File: config.mk
export PLATFORM = sky130hd
export DESIGN_NAME = aes_rx_block_packer
export DESIGN_NICKNAME = d
export VERILOG_FILES = /design/src/rtl/aes_rx_block_packer.sv
export SDC_FILE = /design/constraint.sdc
export NUM_CORES = 1
export LEC_CHECK = 0
export ABC_AREA = 1
export ABC_CLOCK_PERIOD_IN_PS = 2100
export CORE_MARGIN = 2
export CORE_UTILIZATION = 35
export CTS_BUF_LIST = sky130_fd_sc_hd__clkbuf_8
export DETAILED_ROUTE_END_ITERATION = 8
export GPL_TIMING_DRIVEN = 0
export PLACE_DENSITY = 0.69
export SLEW_MARGIN = 10
export SYNTH_ARGS = -nofsm -noshare
export SYNTH_HDL_FRONTEND = slang
export SYNTH_SLANG_ARGS = --single-unit
File: constraint.sdc
create_clock -name clk -period 2.1 [get_ports clk]
set_clock_uncertainty 0.15 [all_clocks]
set_input_delay 0.21 -clock clk [delete_from_list [all_inputs] [get_ports clk]]
set_output_delay 0.21 -clock clk [all_outputs]
set_load 0.01 [all_outputs]
File: src/rtl/aes_rx_block_packer.sv
// aes_rx_block_packer
// Gathers a 32-byte frame from the UART byte receiver: 16 plaintext bytes,
// then 16 key bytes, each group MSB-first. The result is presented to the
// AES-128 core as one 128-bit plaintext and one 128-bit key.
//
// Handshake (valid/ready): blk_valid rises one clock after the 32nd byte
// strobe and stays high, with blk_plaintext/blk_key stable, until a cycle in
// which blk_valid && blk_ready. That cycle is the transfer. blk_ready is
// ignored while blk_valid is low.
//
// Inside a frame, an inter-byte timeout discards a partial frame. A byte
// that arrives while a finished frame is still unaccepted is dropped. Each
// of these events raises a one-cycle error pulse.
module aes_rx_block_packer #(
    parameter int TIMEOUT_CLKS = 17360,
    parameter int TO_W         = 15
) (
    input  logic         clk,
    input  logic         rst,
    input  logic [7:0]   rx_data,
    input  logic         rx_valid,
    output logic [127:0] blk_plaintext,
    output logic [127:0] blk_key,
    output logic         blk_valid,
    input  logic         blk_ready,
    output logic         busy,
    output logic [5:0]   byte_cnt,
    output logic         err_timeout,
    output logic         err_overrun
);

    // Last counter value that is still allowed. Reaching it with no byte
    // present means the frame has gone stale.
    localparam logic [TO_W-1:0] TO_LAST = TO_W'(TIMEOUT_CLKS - 1);

    typedef enum logic [1:0] {
        ST_IDLE = 2'd0,
        ST_PT   = 2'd1,
        ST_KEY  = 2'd2,
        ST_HOLD = 2'd3
    } state_t;

    state_t         state_q;
    state_t         state_d;
    logic [5:0]     byte_cnt_q;
    logic [5:0]     byte_cnt_d;
    logic [TO_W-1:0] to_cnt_q;
    logic [127:0]   pt_q;
    logic [127:0]   key_q;
    logic           err_to_q;
    logic           err_ov_q;

    // Per-cycle decisions made by the FSM
    logic           accept;    // rx_data is taken into the frame this cycle
    logic           expire;    // the partial frame times out this cycle
    logic           overrun;   // a byte is dropped because HOLD is blocked
    logic [4:0]     wr_idx;    // frame position the accepted byte goes to
    logic           in_frame;  // PT or KEY: the timeout is active

    assign in_frame = (state_q == ST_PT) || (state_q == ST_KEY);

    // Next state, next byte count and the accept/expire/overrun decisions
    always_comb begin
        state_d    = state_q;
        byte_cnt_d = byte_cnt_q;
        accept     = 1'b0;
        expire     = 1'b0;
        overrun    = 1'b0;
        wr_idx     = byte_cnt_q[4:0];
        case (state_q)
            ST_IDLE: begin
                wr_idx = 5'd0;
                if (rx_valid) begin
                    accept     = 1'b1;
                    state_d    = ST_PT;
                    byte_cnt_d = 6'd1;
                end
            end
            ST_PT: begin
                if (rx_valid) begin
                    // A byte that arrives on the expiry cycle still counts
                    accept     = 1'b1;
                    byte_cnt_d = byte_cnt_q + 6'd1;
                    if (byte_cnt_q == 6'd15) begin
                        state_d = ST_KEY;
                    end
                end else if (to_cnt_q == TO_LAST) begin
                    expire     = 1'b1;
                    state_d    = ST_IDLE;
                    byte_cnt_d = 6'd0;
                end
            end
            ST_KEY: begin
                if (rx_valid) begin
                    accept     = 1'b1;
                    byte_cnt_d = byte_cnt_q + 6'd1;
                    if (byte_cnt_q == 6'd31) begin
                        state_d = ST_HOLD;
                    end
                end else if (to_cnt_q == TO_LAST) begin
                    expire     = 1'b1;
                    state_d    = ST_IDLE;
                    byte_cnt_d = 6'd0;
                end
            end
            ST_HOLD: begin
                wr_idx = 5'd0;
                if (blk_ready) begin
                    // Handshake: a byte in the same cycle opens the next frame
                    if (rx_valid) begin
                        accept     = 1'b1;
                        state_d    = ST_PT;
                        byte_cnt_d = 6'd1;
                    end else begin
                        state_d    = ST_IDLE;
                        byte_cnt_d = 6'd0;
                    end
                end else if (rx_valid) begin
                    overrun = 1'b1;
                end
            end
            default: begin
                state_d    = ST_IDLE;
                byte_cnt_d = 6'd0;
            end
        endcase
    end

    // State and byte count registers
    always_ff @(posedge clk) begin
        if (rst) begin
            state_q    <= ST_IDLE;
            byte_cnt_q <= 6'd0;
        end else begin
            state_q    <= state_d;
            byte_cnt_q <= byte_cnt_d;
        end
    end

    // Inter-byte timeout counter: it runs only inside a frame and restarts on each byte
    always_ff @(posedge clk) begin
        if (rst || !in_frame || accept || expire) begin
            to_cnt_q <= '0;
        end else begin
            to_cnt_q <= to_cnt_q + TO_W'(1);
        end
    end

    // Frame data registers: write the accepted byte in place, wipe on timeout
    always_ff @(posedge clk) begin
        if (rst || expire) begin
            pt_q  <= '0;
            key_q <= '0;
        end else if (accept) begin
            for (int i = 0; i < 16; i++) begin
                if (!wr_idx[4] && (wr_idx[3:0] == 4'(i))) begin
                    pt_q[8*(15-i) +: 8] <= rx_data;
                end
                if (wr_idx[4] && (wr_idx[3:0] == 4'(i))) begin
                    key_q[8*(15-i) +: 8] <= rx_data;
                end
            end
        end
    end

    // One-cycle error pulses, registered from this cycle's decisions
    always_ff @(posedge clk) begin
        if (rst) begin
            err_to_q <= 1'b0;
            err_ov_q <= 1'b0;
        end else begin
            err_to_q <= expire;
            err_ov_q <= overrun;
        end
    end

    assign blk_plaintext = pt_q;
    assign blk_key       = key_q;
    assign blk_valid     = (state_q == ST_HOLD);
    assign busy          = in_frame;
    assign byte_cnt      = byte_cnt_q;
    assign err_timeout   = err_to_q;
    assign err_overrun   = err_ov_q;

endmodule

# Word-level counts from Yosys, hierarchy flattened
# Cells that the tools add are included.
dict set report totals {
  ff_bits 281
  inputBits 12
  output_inout_bits 266
  wordCells 167
}
dict set report classes {
  n_addsub 2
  eq_ne 26
  n_mux 22
  bitwise_logic 1
  reduce_logical 79
}
# cell count
set ops {}
lappend ops {{$reduce_and 2->1} 32}
lappend ops {{$eq 4x4->1 const B} 8}
lappend ops {{$logic_and 1x1->1} 32}
lappend ops {{$mux 6} 4}
lappend ops {{$pmux 6 s3} 1}
lappend ops {{$eq 4x3->1 const B} 4}
lappend ops {{$add 15x1->15 const B} 1}
lappend ops {{$eq 15x15->1 const B} 1}
lappend ops {{$mux 2} 7}
lappend ops {{$eq 4x2->1 const B} 2}
lappend ops {{$pmux 2 s4} 1}
lappend ops {{$mux 1} 7}
lappend ops {{$add 6x1->6 const B} 1}
lappend ops {{$eq 6x4->1 const B} 1}
lappend ops {{$eq 6x5->1 const B} 1}
lappend ops {{$ne 3x2->1 const B} 2}
lappend ops {{$reduce_or 3->1} 2}
lappend ops {{$logic_or 1x1->1} 5}
lappend ops {{$mux 5} 1}
lappend ops {{$eq 2x2->1 const B} 2}
lappend ops {{$eq 4x1->1 const B} 1}
lappend ops {{$logic_not 4->1} 1}
lappend ops {{$reduce_and 4->1} 1}
lappend ops {{$reduce_or 2->1} 2}
lappend ops {{9 further kinds} 10}

# Logic depth before layout (Yosys ltp)
dict set report depth {
  word_depth 6
  ltp_mapped 10
  depth_no_buf 10
}

# Least setup slack after synthesis
# OpenSTA, ideal clock, no wires.
dict set report synth_timing {
  path_kind {register to register}
  from {register state_q[0]}
  to {register key_q[106], in the netlist blk_key[106]}
  setup_ns 0.132
  arrival_ns 1.900
  t_required_ns 1.818
  slack_ns -0.083
  path_stages_with_launch 11
  path_buffers 3
  period_less_slack_ns 2.183
  path_cell_list {dfxtp_1 inv_1 ha_1 buf_2 inv_2 nor2_1 nand3_1 nand2_1 buf_2 clkbuf_1 a21oi_1}
}
dict set report synth_via {
  elab_chain_cells 6
  elab_cells_between_ends 14
  classes_between {4 x eq/ne; 3 x mux; 7 x reduce/logical}
}
# item line_no
set synth_lines {}
lappend synth_lines {{from (decl)} 43} ;# state_t state_q;
lappend synth_lines {{from (signal assigned)} 135} ;# state_q <= state_d;
lappend synth_lines {{$eq 2x2->1 / $logic_not 2->1 (equally long branches)} 70} ;# case (state_q)
lappend synth_lines {{$reduce_or 2->1 (no line)} --}
lappend synth_lines {{$mux 5} 70}
lappend synth_lines {{$eq 4x2->1} 159} ;# if (wr_idx[4] && (wr_idx[3:0] == 4'(i))) begin
lappend synth_lines {{$logic_and 1x1->1} 159}
lappend synth_lines {{$reduce_and 2->1 (no line)} --}
lappend synth_lines {{to (signal, indexed assignment)} 160} ;# key_q[8*(15-i) +: 8] <= rx_data;
lappend synth_lines {{to (decl)} 49} ;# logic [127:0] key_q;
# Parallel ways exist; a longest one is shown, timed or not.
# A chain may end at the register's enable or synchronous reset.

# Final worst setup path
dict set report layout_timing {
  from {register state_q[0]}
  to {register key_q[44], in the netlist blk_key[44]}
}
dict set report layout_via {
  elab_chain_cells 6
  elab_cells_between_ends 14
  classes_between {4 x eq/ne; 3 x mux; 7 x reduce/logical}
}
# item line_no
set layout_lines {}
lappend layout_lines {{$eq 2x2->1 / $logic_not 2->1 (equally long branches)} 70}
lappend layout_lines {{$reduce_or 2->1 (no line)} --}
lappend layout_lines {{$mux 5} 70}
lappend layout_lines {{$eq 4x4->1} 159}
lappend layout_lines {{$logic_and 1x1->1} 159}
lappend layout_lines {{$reduce_and 2->1 (no line)} --}
# Parallel ways exist; a longest one is shown, timed or not.

==> metrics.cfg <==
[synthesis]
syn_inst=1409
synthMuxAreaShare_pct=0
synthXorXnorAreaFrac_pct=0.404
synth-seq-cells=281
synth.distinct_cells=25
yosys.area.top_type_share_pct=51.8
ys_top_cells_by_area=dfxtp_1 52%, nand3_1 13%, a21oi_1 12%, nand2_1 12%, buf_2 2.4%
netlist_area_um2=10900
ys_seq_area_share_pct=51.8
synthAdderAreaFrac_pct=0.807
synthSimpleGateAreaFrac_pct=28.3
avgSynthCellArea_um2=7.70
yosys.area.top_type=dfxtp_1
synth_compound_area_share_pct=13.1
synth_nets=1428
synth_top_family_by_area=simple AND/OR/NAND/NOR gates
yosys_warnings=0

[timing]
worst_pin_slew_ns=0.910
slew_violations=0
rsz0062_at_grt=true
layout_setup_ws_ns=-0.0357
period_minus_slack_ns=2.14
finalHoldViolCount=0
fin_crit_sh_pct=102
max_clock_freq_ghz=0.468
setup_violations=77
slew-limit-headroom_pct=39.4
whs_ns=0.183
final.setup.tns_ns=-1.06

[critical_path]
worstRegToRegCells=9
start_kind=flop
worst-endpoint-required_ns=2.42
crit_fanout=5
critPathArrivalTime_ns=2.46
path_class=reg -> reg
worst_setup_path_end_kind=flop

[route]
vias_per_cell=5.35
first_pass_iters=6
routedWlPerCell_um=20.0
num_vias=12100
route.detailed.drc=0
ant_nets=0
drt_iter0_drc=1001
routed_wirelength_mm=45.2

[power]
switching_share_pct=29.0
power_density_nw_per_um2=724
power.share.clock_pct=39.3
p_sw_w=0.00371
p_leak_nw=6.06
p_int_w=0.00911
vdd_drop_max_v=0.000609
sequentialPowerShare_pct=43.4
combPwrFrac_pct=17.3
total_power_w=0.0128

[clocking]
clkLatencyLatePin_ns=0.56
root_buffer=clkbuf_8
cts_made_buffers=48
cts_tree=yes
cts.reportedPaths.clkPinSlew_ns=0.06
cts_max_path_buffers=3
h-tree-depth=2
cts_sinks=281

[global_route]
grt_pass1_wl_mm=65.2
grtUsageTotal_pct=25.4
grt_max_degree=14
grt_pass1_vias=11300
antenna_found_initial=1
overflow=0

[place]
pre_cts_ws_ns=-0.664
dp_hpwl_mm=29.3
place_congestion=0.884
io_buffers=276

[cells_and_area]
finalNetCount=1839
syn2layout_area_growth_pct=63.3
drive_gt1_share_pct=22.0
multi_input_area_um2=5490
n_fill_cell=2660
final_cell_mix=283 x nand2_1, 277 x dfxtp_1, 274 x clkdlybuf4s50_1
final_common_cell=nand2_1
seqCellArea_um2=5640

[min_path]
min_path_cells=2
hp-class=in -> reg

[floorplanning]
core-area_um2=30600
die_h_um=180
ios=278
die_x_um=180
die_area_um2=32400
std_cell_rows=64
start_util_pct=35.5

[outcome]
status=finished, violations left
violations=setup timing

[job]
cap_violations=0

[repair_timing]
action                                 4_1_cts  5_1_grt
endpoints found under the hold margin        2        0
resized for setup                          192      226
gates cloned                                 6       17
setup endpoints to repair                  278      272
hold buffers                                 1        0
pin swaps                                   58       69
buffers inserted                            53       13
[layer usage]
metal	routed length (um)	share of wire (%)	GRT usage, %
met5	0	0	0
met4	1900	4.2	11.7
met3	3730	8.2	5.60
met2	21500	48	41.9
met1	18100	40	31.8
[flip-flops by register name (all words and copies together), names as in the netlist]
register,cells
byte_cnt,6
blk_key,128
state_q,2
err_timeout,1
blk_plaintext,128
err_overrun,1
to_cnt_q,15
[cell type report]
class                           instances  area share, %
Tap cell                              396           2.80
Timing Repair Buffer                  364           22.4
Clock buffer                           59           4.58
Inverter                               32          0.762
Clock inverter                         29          0.988
Antenna cell                            1         0.0141
Buffer                                 99           5.73
Multi-Input combinational cell        994           31.0
Sequential cell                       281           31.8
[synth_stat cells (all sizes together)]
| cell type | number |
|---|---|
| nor3 | 7 |
| o21ai | 10 |
| nand4 | 6 |
| ha | 7 |
| buf | 61 |
| dfxtp | 281 |
| and2 | 1 |
| nand3b | 1 |
| nand2 | 343 |
| nand3 | 278 |
| nor4 | 1 |
| clkbuf | 41 |
| nor2 | 59 |
| xnor2 | 2 |
| a21oi | 271 |
| inv | 32 |
| or2 | 5 |
| xor2 | 3 |
[final timing paths]
kind	from	to	slack (ns)
min	blk_ready	err_overrun$_SDFF_PP0_	0.18
max reg2reg	state_q[0]$_SDFFE_PP0P_	blk_key[44]$_SDFFE_PP0P_	-0.04
min reg2reg	blk_plaintext[33]$_SDFFE_PP0P_	blk_plaintext[33]$_SDFFE_PP0P_	0.31
max	state_q[0]$_SDFFE_PP0P_	blk_key[44]$_SDFFE_PP0P_	-0.04
[through the flow]
stage / area, um^2 / cells / util [%]
floorplan: 11000 / 1409 / -
global placement: 14200 / 2081 / 46.5
detailed placement: 14200 / 2081 / 46.5
CTS: 16400 / 2227 / 53.6
global route: 17700 / 2255 / 57.9
finish: 17700 / 2255 / 57.9
[worst max-delay path, stage by stage, from the launching register on]
cell and delay (ns):
dfxtp_4 0.37, inv_4 0.04, ha_4 0.29, buf_8 0.14, buf_6 0.12, nand3_4 0.15, nor2_4 0.28, buf_6 0.18
nand3_1 0.10, a21oi_1 0.21
[power by group through the flow]
stage | Clock [W] | Sequential [W] | Combinational [W]
floorplan | 0 | 0.00564 | 0.000885
global placement | 0 | 0.00564 | 0.00144
detailed placement | 0 | 0.00564 | 0.00146
CTS | 0.00510 | 0.00555 | 0.00192
global route | 0.00536 | 0.00557 | 0.00235
finish | 0.00504 | 0.00556 | 0.00223
[logic make-up after synthesis]
group / Yosys count
AOI/OAI and AO/OA: 281
xor gates and xnor gates: 5
adders and majority gates: 7
buffers and inverters: 134
DFF: 281
and+or+nand+nor: 701
(Power assumes the default switching activity.)
